[src/rtl/alu_cmd_sequencer.sv]
// alu_cmd_sequencer: command front end for the 8-bit ALU, holding an accumulator
// and iterating single-bit ALU shifts to carry out multi-bit shifts.
module alu_cmd_sequencer (
  input  logic       clk,
  input  logic       rst,
  input  logic       cmd_valid_i,
  output logic       cmd_ready_o,
  input  logic [3:0] cmd_op_i,
  input  logic [7:0] cmd_data_i,
  output logic [7:0] alu_a_o,
  output logic [4:0] alu_b_o,
  output logic [2:0] alu_op_o,
  input  logic [7:0] alu_result_i,
  input  logic [3:0] alu_flags_i,
  output logic       res_valid_o,
  input  logic       res_ready_i,
  output logic [7:0] res_data_o,
  output logic [3:0] res_flags_o,
  output logic       res_err_o
);
  typedef enum logic [1:0] {IDLE, EXEC, OUT} state_e;
  state_e     state_q, state_d;
  logic [7:0] acc_q, acc_d;
  logic [3:0] flags_q, flags_d;
  logic [2:0] cnt_q, cnt_d;
  logic [4:0] b_q, b_d;
  logic [2:0] op_q, op_d;
  logic       err_q, err_d;
  logic       accept;
  assign cmd_ready_o = (state_q == IDLE) && !rst;
  assign accept      = cmd_valid_i && cmd_ready_o;
  assign alu_a_o     = acc_q;
  assign alu_b_o     = b_q;
  assign alu_op_o    = op_q;
  assign res_valid_o = (state_q == OUT) && !rst;
  assign res_data_o  = acc_q;
  assign res_flags_o = flags_q;
  assign res_err_o   = err_q;
  always_comb begin
    state_d = state_q;
    acc_d   = acc_q;
    flags_d = flags_q;
    cnt_d   = cnt_q;
    b_d     = b_q;
    op_d    = op_q;
    err_d   = err_q;
    case (state_q)
      IDLE: if (accept) begin
        state_d = OUT;
        if (!cmd_op_i[3]) begin
          op_d    = cmd_op_i[2:0];
          b_d     = cmd_data_i[4:0];
          cnt_d   = 3'd0;
          state_d = EXEC;
        end else if (cmd_op_i[2]) begin
          err_d = 1'b1;
        end else if (cmd_op_i[1:0] == 2'b00) begin
          acc_d   = cmd_data_i;
          flags_d = {2'b00, cmd_data_i[7], cmd_data_i == 8'd0};
        end else if (cmd_op_i[1:0] != 2'b11) begin
          // SHLN (01) maps to ALU shl 100, SHRN (10) to shr 101
          if (cmd_data_i[2:0] == 3'd0) begin
            flags_d = {2'b00, acc_q[7], acc_q == 8'd0};
          end else begin
            op_d    = {2'b10, cmd_op_i[1]};
            b_d     = 5'd0;
            cnt_d   = cmd_data_i[2:0] - 3'd1;
            state_d = EXEC;
          end
        end
      end
      EXEC: begin
        acc_d   = alu_result_i;
        flags_d = alu_flags_i;
        cnt_d   = (cnt_q == 3'd0) ? cnt_q : cnt_q - 3'd1;
        state_d = (cnt_q == 3'd0) ? OUT : EXEC;
      end
      OUT: if (res_ready_i) begin
        state_d = IDLE;
        err_d   = 1'b0;
      end
      default: state_d = IDLE;
    endcase
  end
  always_ff @(posedge clk) begin
    if (rst) begin
      state_q <= IDLE;
      acc_q   <= '0;
      flags_q <= '0;
      cnt_q   <= '0;
      b_q     <= '0;
      op_q    <= '0;
      err_q   <= 1'b0;
    end else begin
      state_q <= state_d;
      acc_q   <= acc_d;
      flags_q <= flags_d;
      cnt_q   <= cnt_d;
      b_q     <= b_d;
      op_q    <= op_d;
      err_q   <= err_d;
    end
  end
endmodule

[config.mk]
export PLATFORM = sky130hd
export DESIGN_NAME = alu_cmd_sequencer
export DESIGN_NICKNAME = d
export VERILOG_FILES = /design/src/rtl/alu_cmd_sequencer.sv
export SDC_FILE = /design/constraint.sdc
export NUM_CORES = 1
export LEC_CHECK = 0
export ABC_CLOCK_PERIOD_IN_PS = 1700
export BUFFER_PORTS_ARGS = -buffer_cell sky130_fd_sc_hd__buf_4
export CAP_MARGIN = 25
export CORE_AREA = 3 3 64 66
export CTS_CLUSTER_SIZE = 28
export DETAILED_ROUTE_END_ITERATION = 6
export DIE_AREA = 0 0 67 69
export PLACE_DENSITY = 0.66
export SYNTH_ARGS = -nofsm -noshare
export SYNTH_HDL_FRONTEND = slang
export SYNTH_SLANG_ARGS = --single-unit
[constraint.sdc]
create_clock -name clk -period 1.7 [get_ports clk]
set_clock_uncertainty 0.05 [all_clocks]
set_input_delay 0.255 -clock clk [delete_from_list [all_inputs] [get_ports clk]]
set_output_delay 0.255 -clock clk [all_outputs]
set_load 0.1 [all_outputs]
==> out/qor.yml, run 1 <==
status: "complete, no violations"
nFillCells: 372
p_switching_mw: 1.02
wire_per_inst_um: 13.1
cts_max_level: 1
antenna_left: 0
min_period_ns: 1.62
fp.dieH_um: 69
yosys_warnings: 0
drt-total-wl_mm: 3.59
pwr-share-comb_pct: 49.8
cts_buffers: 3
syn_area_mm2: 0.00141
final_area_mm2: 0.00199
async_flop_share_pct: 0
synth-main-ff-cell: "dfxtp_1"
seqPwrFrac_pct: 34.3
antenna_cells: 0
synth.area.top_cells: "dfxtp_1, a311oi_1, nand2_1"
clkPwrFrac_pct: 15.8
yosys.cell_types.count: 40
setup_ws_ns: 0.0826
drt_iter0_drc: 67
path_cells: "buf_4, nor3_4, buf_6"
clock.fmax_mhz: 618
p_leak_nw: 0.889
io_buffers: 58
tritoncts: "done"
worst_path_max_delay_cell: "dfxtp_2"
cap_violations: 0
start_util_pct: 38.8
syn2layout_area_growth_pct: 41.2
antenna_found_initial: 0
crit_arrival_ns: 1.31
power.density_mw_per_mm2: 1080
die_w_um: 67
slew_violations: 0
ys_ff_latch: 26
fp.coreArea_mm2: 0.00363
ios: 59
post-route-period-util_pct: 95.1
vdd_drop_max_uv: 460
cpPeakStageDelay_ns: 0.37
p_int_mw: 1.13
synth_edf_count: 0
drtPass1Iterations: 4
drc_errors: 0
required_ns: 1.39
hp-class: "in -> reg"
cts_sinks: 26
syn-num-nets: 202
setup_viol: 0
postSynthAreaPerCell_um2: 8.29
vias: 1368
dpl_worst_slack_ns: -0.118
grt_pass1_vias: 1283
gr-total-overflow: 0
cts.clk_slew.worst_paths_ns: 0.08
crit_path_start_kind: "register"
cts_root_buf: "clkbuf_8"
worst_pin_slew_ns: 0.564
insertion_delay_ns: 0.27
clk_path_buf_depth: 2
critical_path_peak_fanout: 9
synth_top_area_share_pct: 36.9
hpwlAfterDp_mm: 2.81
grt_pass1_wl_mm: 6.01
p_sw_share_pct: 47.4
layout.nets: 260
yosysTopAreaCell: "dfxtp_1"
end_kind: "primary output"
synth_commonest_cells: "dfxtp_1, nand2_1, nor2_1"
rsz0062_at_grt: "false"
hold_violations: 0
power_mw: 2.15
slew_headroom_pct: 62.2
drive_above_1_share_pct: 42.9
yosysSeqAreaShare_pct: 36.9
placementRows: 22
synthCells: 170
gp_congestion: 0.855
placedInstanceArea_mm2: 0.00193
routed_via_density: 4.99
die_area_mm2: 0.00462
grt_max_degree: 24
post_cts_buffers: 0
critical_path_class: "reg -> out"
synth_most_common_cell: "dfxtp_1"
grt_usage_pct: 16.3
## worst max-delay path, delay by kind of cell (launching register included)
family	cells	cell delay [ns]
buf+inv	2	0.43
flops	1	0.37
simple gates	1	0.24
## metal layers
| layer | vias up | track usage, % | wire (um) |
|---|---|---|---|
| li1 | 716 | - | - |
| met1 | 610 | 22.7 | 1660 |
| met2 | 37 | 25.9 | 1690 |
| met3 | 5 | 4.07 | 224 |
| met4 | 0 | 2.03 | 18 |
| met5 | - | 0 | 0 |
## registers in the layout, indices dropped and copies added, names as in the netlist
register / flops
res_flags_o: 4
state_q: 2
alu_b_o: 5
res_err_o: 1
alu_a_o: 8
cnt_q: 3
alu_op_o: 3
## per-stage QoR
step	utilization, %	hold slack (ns)	instances	TNS, ns
after floorplan	-	0.338	170	-1.75
after global placement	53.2	0.410	271	-0.377
after detailed placement	53.2	0.408	271	-0.852
after CTS	54.4	0.169	274	0
after global routing	54.8	0.168	274	0
final	54.8	0.178	274	0
## power groups by stage
stage / clock network [mW] / logic (mW) / registers [mW]
2_1_floorplan: 0 / 0.522 / 1.06
3_3_place_gp: 0 / 1.06 / 0.751
3_5_place_dp: 0 / 1.07 / 0.751
4_1_cts: 0.366 / 1.07 / 0.736
5_1_grt: 0.391 / 1.13 / 0.750
6_report: 0.340 / 1.07 / 0.737
## timing repair
item,4_1_cts,5_1_grt
hold buffers,0,0
hold endpoints to repair,0,0
resized for setup,0,3
endpoints found under the setup margin,0,3
## final timing paths
kind,endpoint,slack (ns),cells after the start,from
hold / removal,alu_b_o[3],0.18,2,cmd_data_i[3]
setup reg to reg,res_flags_o[0],0.15,5,alu_a_o[5]
hold reg to reg,res_flags_o[3],0.43,2,res_flags_o[3]
setup / recovery,cmd_ready_o,0.08,3,state_q[0]
## cells by family after synthesis
kind of cell             Yosys count  share of synthesized area, %
AO/OA/AOI/OAI                     46                          24.9
XOR/XNOR                           2                          1.24
adder cells (fa/ha/maj)            4                          3.55
buffers and inverters             25                          9.50
flip-flops                        26                          36.9
multiplexers                       2                          1.42
AND/OR/NAND/NOR                   65                          22.5
## layout by cell type, fill, tap and decap left out, types with 3 or more instances in the layout
master,synthesis,routed
o21ai_0,4,4
nor2_1,20,19
a311oi_1,10,10
buf_4,10,66
ha_1,4,4
a22o_1,5,5
dfxtp_1,26,16
a21oi_1,13,13
inv_1,9,9
dfxtp_2,0,10
clkbuf_8,0,3
nor3_1,6,5
nand2_1,22,21
a31oi_1,3,3
## layout make-up
class                   count  area [um2]  share of cell area [%]
well taps                  48        60.1                    3.02
repair buffers             69         538                    27.0
inverters                   9        33.8                    1.70
multi-input cells         119         783                    39.4
clock buffers               3        41.3                    2.08
flip-flops and latches     26         533                    26.8
Power figures use the tool's default switching activity.
==> inputs of run 2 (changes only) <==
==> config.mk (replaced) <==
export PLATFORM = sky130hd
export DESIGN_NAME = alu_cmd_sequencer
export DESIGN_NICKNAME = d
export VERILOG_FILES = /design/src/rtl/alu_cmd_sequencer.sv
export SDC_FILE = /design/constraint.sdc
export NUM_CORES = 1
export LEC_CHECK = 0
export BUFFER_PORTS_ARGS = -buffer_cell sky130_fd_sc_hd__buf_4
export CAP_MARGIN = 25
export CORE_AREA = 3 3 59 61
export CTS_CLUSTER_SIZE = 8
export DETAILED_ROUTE_END_ITERATION = 6
export DIE_AREA = 0 0 62 64
export PLACE_DENSITY = 0.77
export SYNTH_ARGS = -nofsm -noshare
export SYNTH_HDL_FRONTEND = slang
export SYNTH_SLANG_ARGS = --single-unit
==> run 2 against run 1 <==
Worst setup slack got worse by 0.0056 ns; clock-buffer cell count did not move; clock power rose by 23%; cell count fell by 1.8%; critical path depth did not move; first-iteration DRC count fell by 16%; cell area fell by 0.50%; hold slack got worse by 0.063 ns; combinational power barely moved; power rose by 4.1%; maximum frequency fell by 0.35%; largest power group unchanged.
==> out/qor.yml, run 2 (same netlist as run 1, synthesis figures left out) <==
status: "complete, no violations"
ios: 59
io_buffers: 58
drc_errors: 0
cts_sinks: 26
dpl_worst_slack_ns: -0.149
multiInputGateArea_um2: 777
syn2layout_area_growth_pct: 40.5
gr-total-overflow: 0
worst_path_max_delay_cell: "dfxtp_4"
vias: 1454
slew_headroom_pct: 59.8
cts_root_buf: "clkbuf_4"
drt_iter0_drc: 56
routed_via_density: 5.41
antenna_left: 0
fp.dieH_um: 64
gp_congestion: 0.827
final_common_cell: "buf_4"
r2r_setup_slack_ns: 0.11
grt_pass1_vias: 1422
die_w_um: 62
power_mw: 2.24
setup_viol: 0
nFillCells: 260
antenna_cells: 0
vdd_drop_max_uv: 480
hp-class: "in -> reg"
critical_path_class: "reg -> out"
cts_max_level: 1
tritoncts: "done"
p_leak_nw: 0.885
cts.clk_slew.worst_paths_ns: 0.15
crit_path_start_kind: "register"
min_period_ns: 1.62
final-seq-area_um2: 538
cts_buffers: 3
drtPass1Iterations: 4
clk_path_buf_depth: 2
path_cells: "buf_6, nor3_4, buf_12"
end_kind: "primary output"
grt_usage_pct: 20.9
hpwlAfterDp_mm: 3.04
placementRows: 20
layout.nets: 258
drive_above_1_share_pct: 42.2
start_util_pct: 46.5
largest_reg_flops: 8
cts-hold-fix-buffers: 0
layout_common_cells: "buf_4, nand2_1, nor2_1, dfxtp_1, a21oi_1"
antenna_found_initial: 0
hold_violations: 0
cpPeakStageDelay_ns: 0.38
rsz0062_at_grt: "false"
power.density_mw_per_mm2: 1130
grt_pass1_wl_mm: 6.42
clock.fmax_mhz: 616
setup_ws_ns: 0.0770
required_ns: 1.39
grt_max_degree: 18
insertion_delay_ns: 0.32
fp.coreArea_mm2: 0.00303
critical_path_peak_fanout: 4
worst_pin_slew_ns: 0.600
crit_arrival_ns: 1.32
slew_violations: 0
drt-total-wl_mm: 3.90
die_area_mm2: 0.00397
post-route-period-util_pct: 95.5
cap_violations: 0
wire_per_inst_um: 14.5
==> run 2: cell types whose count changed in the layout (fill, tap and decap cells not counted) <==
cell | previous run | this run
nor4_1 | 2 | 3
dfxtp_2 | 10 | 8
buf_4 | 66 | 64
bufinv_16 | 0 | 1
clkbuf_4 | 0 | 3
dfxtp_4 | 0 | 2
clkbuf_8 | 3 | 0
nor4_2 | 1 | 0
==> run 2: path summary, 6_finish.rpt <==
check	startpoint	end	depth (start not counted)
setup / recovery	state_q[0]	cmd_ready_o	3
hold / removal	cmd_data_i[3]	alu_b_o[3]	2
setup reg to reg	alu_a_o[2]	res_flags_o[0]	5
hold reg to reg	res_flags_o[1]	res_flags_o[1]	2
==> run 2: through the flow <==
| stage | TNS (ns) | hold WS [ns] | utilization [%] | instances | area [um2] |
|---|---|---|---|---|---|
| detailed placement | -1.07 | 0.409 | 62.6 | 264 | 1890 |
| CTS | 0 | 0.110 | 64.6 | 268 | 1960 |
| global route | 0 | 0.0974 | 65.4 | 269 | 1980 |
| global placement | -0.217 | 0.407 | 62.6 | 264 | 1890 |
| floorplan | -1.75 | 0.338 | - | 170 | 1450 |
| finish | 0 | 0.115 | 65.4 | 269 | 1980 |
==> run 2: cell type report <==
class	count	area share, %
clock buffer	3	1.14
multi-input combinational	119	39.3
timing repair buffer	67	26.4
inverter	9	1.71
tap	44	2.78
clock inverter	1	1.52
sequential	26	27.2
==> run 2: timing repair <==
action | CTS | global route
setup buffers | 0 | 1
gates resized for setup | 3 | 4
pin swaps | 0 | 1
endpoints found under the setup margin | 2 | 2
==> run 2: per-layer routing <==
layer | share of wire (%) | global-route usage [%] | up-vias
li1 | - | - | 715
met1 | 41 | 26.9 | 689
met2 | 52 | 34.1 | 44
met3 | 5.2 | 4.04 | 6
met4 | 1.3 | 6.90 | 0
met5 | 0 | 0 | -
==> run 2: power by group <==
part           switching (mW)  total [mW]  internal, mW
clock                   0.180       0.418         0.238
sequential             0.0623       0.739         0.677
combinational           0.787        1.08         0.292
==> run 2: worst max-delay path: cells and delay by family (launching register included) <==
| family | cells | cell delay [ns] |
|---|---|---|
| AND/OR/NAND/NOR | 1 | 0.28 |
| flip-flops | 1 | 0.38 |
| buffers and inverters | 2 | 0.35 |
==> inputs of run 3 (changes only) <==
--- a/config.mk
+++ b/config.mk
@@ -11,6 +11,7 @@
 export CTS_CLUSTER_SIZE = 8
 export DETAILED_ROUTE_END_ITERATION = 6
 export DIE_AREA = 0 0 62 64
+export GPL_TIMING_DRIVEN = 0
 export PLACE_DENSITY = 0.77
 export SYNTH_ARGS = -nofsm -noshare
 export SYNTH_HDL_FRONTEND = slang
==> run 3 against run 2 <==
Sequential power down 2%; hold slack better by 0.0031 ns; clock power fell by 24%; non-clock buffer count grew 7; combinational power hardly changed; register-to-register slack got worse by 0.04 ns; power decreased by 3.8%; critical path type is now reg -> reg.
==> out/qor.yml, run 3 (same netlist as run 1, synthesis figures left out) <==
setup_viol: 0
largest_reg_flops: 8
syn2layout_area_growth_pct: 42.5
io_buffers: 57
worst_path_max_delay_cell: "dfxtp_2"
status: "complete, no violations"
slew_violations: 0
critical_path_class: "reg -> reg"
worst_pin_slew_ns: 0.567
drtPass1Iterations: 4
hold_depth: 3
cts.clk_slew.worst_paths_ns: 0.15
cts_root_buf: "clkbuf_4"
final-seq-area_um2: 536
layout_common_cells: "buf_4, nand2_1, nor2_1, dfxtp_1, a21oi_1"
crit_arrival_ns: 1.84
vdd_drop_max_uv: 593
end_kind: "register"
grt_pass1_vias: 1246
grt_usage_pct: 19.2
dpl_worst_slack_ns: -0.332
cts_buffers: 3
p_leak_nw: 0.907
final_common_cell: "buf_4"
power.density_mw_per_mm2: 1070
gr-total-overflow: 0
die_w_um: 62
layout.nets: 265
vias: 1390
drt-total-wl_mm: 3.68
fp.coreArea_mm2: 0.00303
drt_iter0_drc: 59
min_period_ns: 1.63
antenna_cells: 0
clk_path_buf_depth: 2
hpwlAfterDp_mm: 2.82
fp.dieH_um: 64
post-route-period-util_pct: 95.9
tritoncts: "done"
drive_above_1_share_pct: 44.4
rsz0062_at_grt: "false"
critical_path_peak_fanout: 4
insertion_delay_ns: 0.31
setup_ws_ns: 0.0704
cap_violations: 0
grt_pass1_wl_mm: 5.90
final.setup.tns_ns: 0
gp_congestion: 0.783
antenna_found_initial: 0
cts_max_level: 1
routed_via_density: 5.04
drc_errors: 0
ios: 59
start_util_pct: 46.5
wire_per_inst_um: 13.3
hp-class: "in -> reg"
placementRows: 20
clock.fmax_mhz: 614
nFillCells: 280
grt_max_degree: 15
path_cells: "nor4_1, nand3b_1, a32o_1, or3_1, a21oi_1"
slew_headroom_pct: 62.2
cts_sinks: 26
die_area_mm2: 0.00397
antenna_left: 0
hold_violations: 0
required_ns: 1.91
r2r_cells: 5
cpPeakStageDelay_ns: 0.37
multiInputGateArea_um2: 787
crit_path_start_kind: "register"
run 3: layout make-up:
| cell class | instances | share of cell area (%) |
|---|---|---|
| Buffer | 16 | 5.36 |
| Timing Repair Buffer | 58 | 22.5 |
| Clock buffer | 4 | 1.81 |
| Tap cell | 44 | 2.74 |
| Multi-Input combinational cell | 119 | 39.2 |
| Inverter | 9 | 1.68 |
| Sequential cell | 26 | 26.7 |
run 3: stage by stage:
step / total power, mW / hold WS, ns / cells / cell area [um2] / utilization, %
4_1_cts: 2.15 / 0.110 / 276 / 1990 / 65.7
2_1_floorplan: 1.59 / 0.338 / 170 / 1450 / -
3_3_place_gp: 1.82 / 0.410 / 271 / 1930 / 63.7
6_report: 2.15 / 0.118 / 276 / 2010 / 66.3
5_1_grt: 2.26 / 0.102 / 276 / 2010 / 66.3
3_5_place_dp: 1.83 / 0.405 / 271 / 1930 / 63.7
run 3: final timing paths:
check | from | endpoint | slack [ns]
worst min-delay path | alu_flags_i[3] | res_flags_o[3] | 0.12
worst max register to register | alu_a_o[5] | res_flags_o[0] | 0.07
worst max-delay path | alu_a_o[5] | res_flags_o[0] | 0.07
worst min register to register | res_flags_o[3] | res_flags_o[3] | 0.44
run 3: layer usage:
layer	routed length (um)	part of all wire, %	GRT usage, %	vias up
met5	0	0	0	-
met4	19	0.52	2.92	0
met3	189	5.1	2.83	2
met2	1730	47	29.0	34
met1	1730	47	29.1	630
li1	-	-	-	724
run 3: critical path: cells and delay by family (launching register included):
| kind | cells | cell delay [ns] |
|---|---|---|
| simple gates | 3 | 0.76 |
| compound gates | 2 | 0.40 |
| flops | 1 | 0.37 |
run 3: power breakdown:
group / switching, mW / internal [mW] / total (mW)
Sequential: 0.0473 / 0.677 / 0.724
Combinational: 0.799 / 0.314 / 1.11
Clock: 0.185 / 0.131 / 0.316
Total: 1.03 / 1.12 / 2.15
run 3: what timing repair did:
action | CTS | global route
hold buffers | 0 | 0
gates resized for setup | 5 | 8
pin swaps | 0 | 1
setup endpoints to repair | 1 | 19
setup buffers | 1 | 0
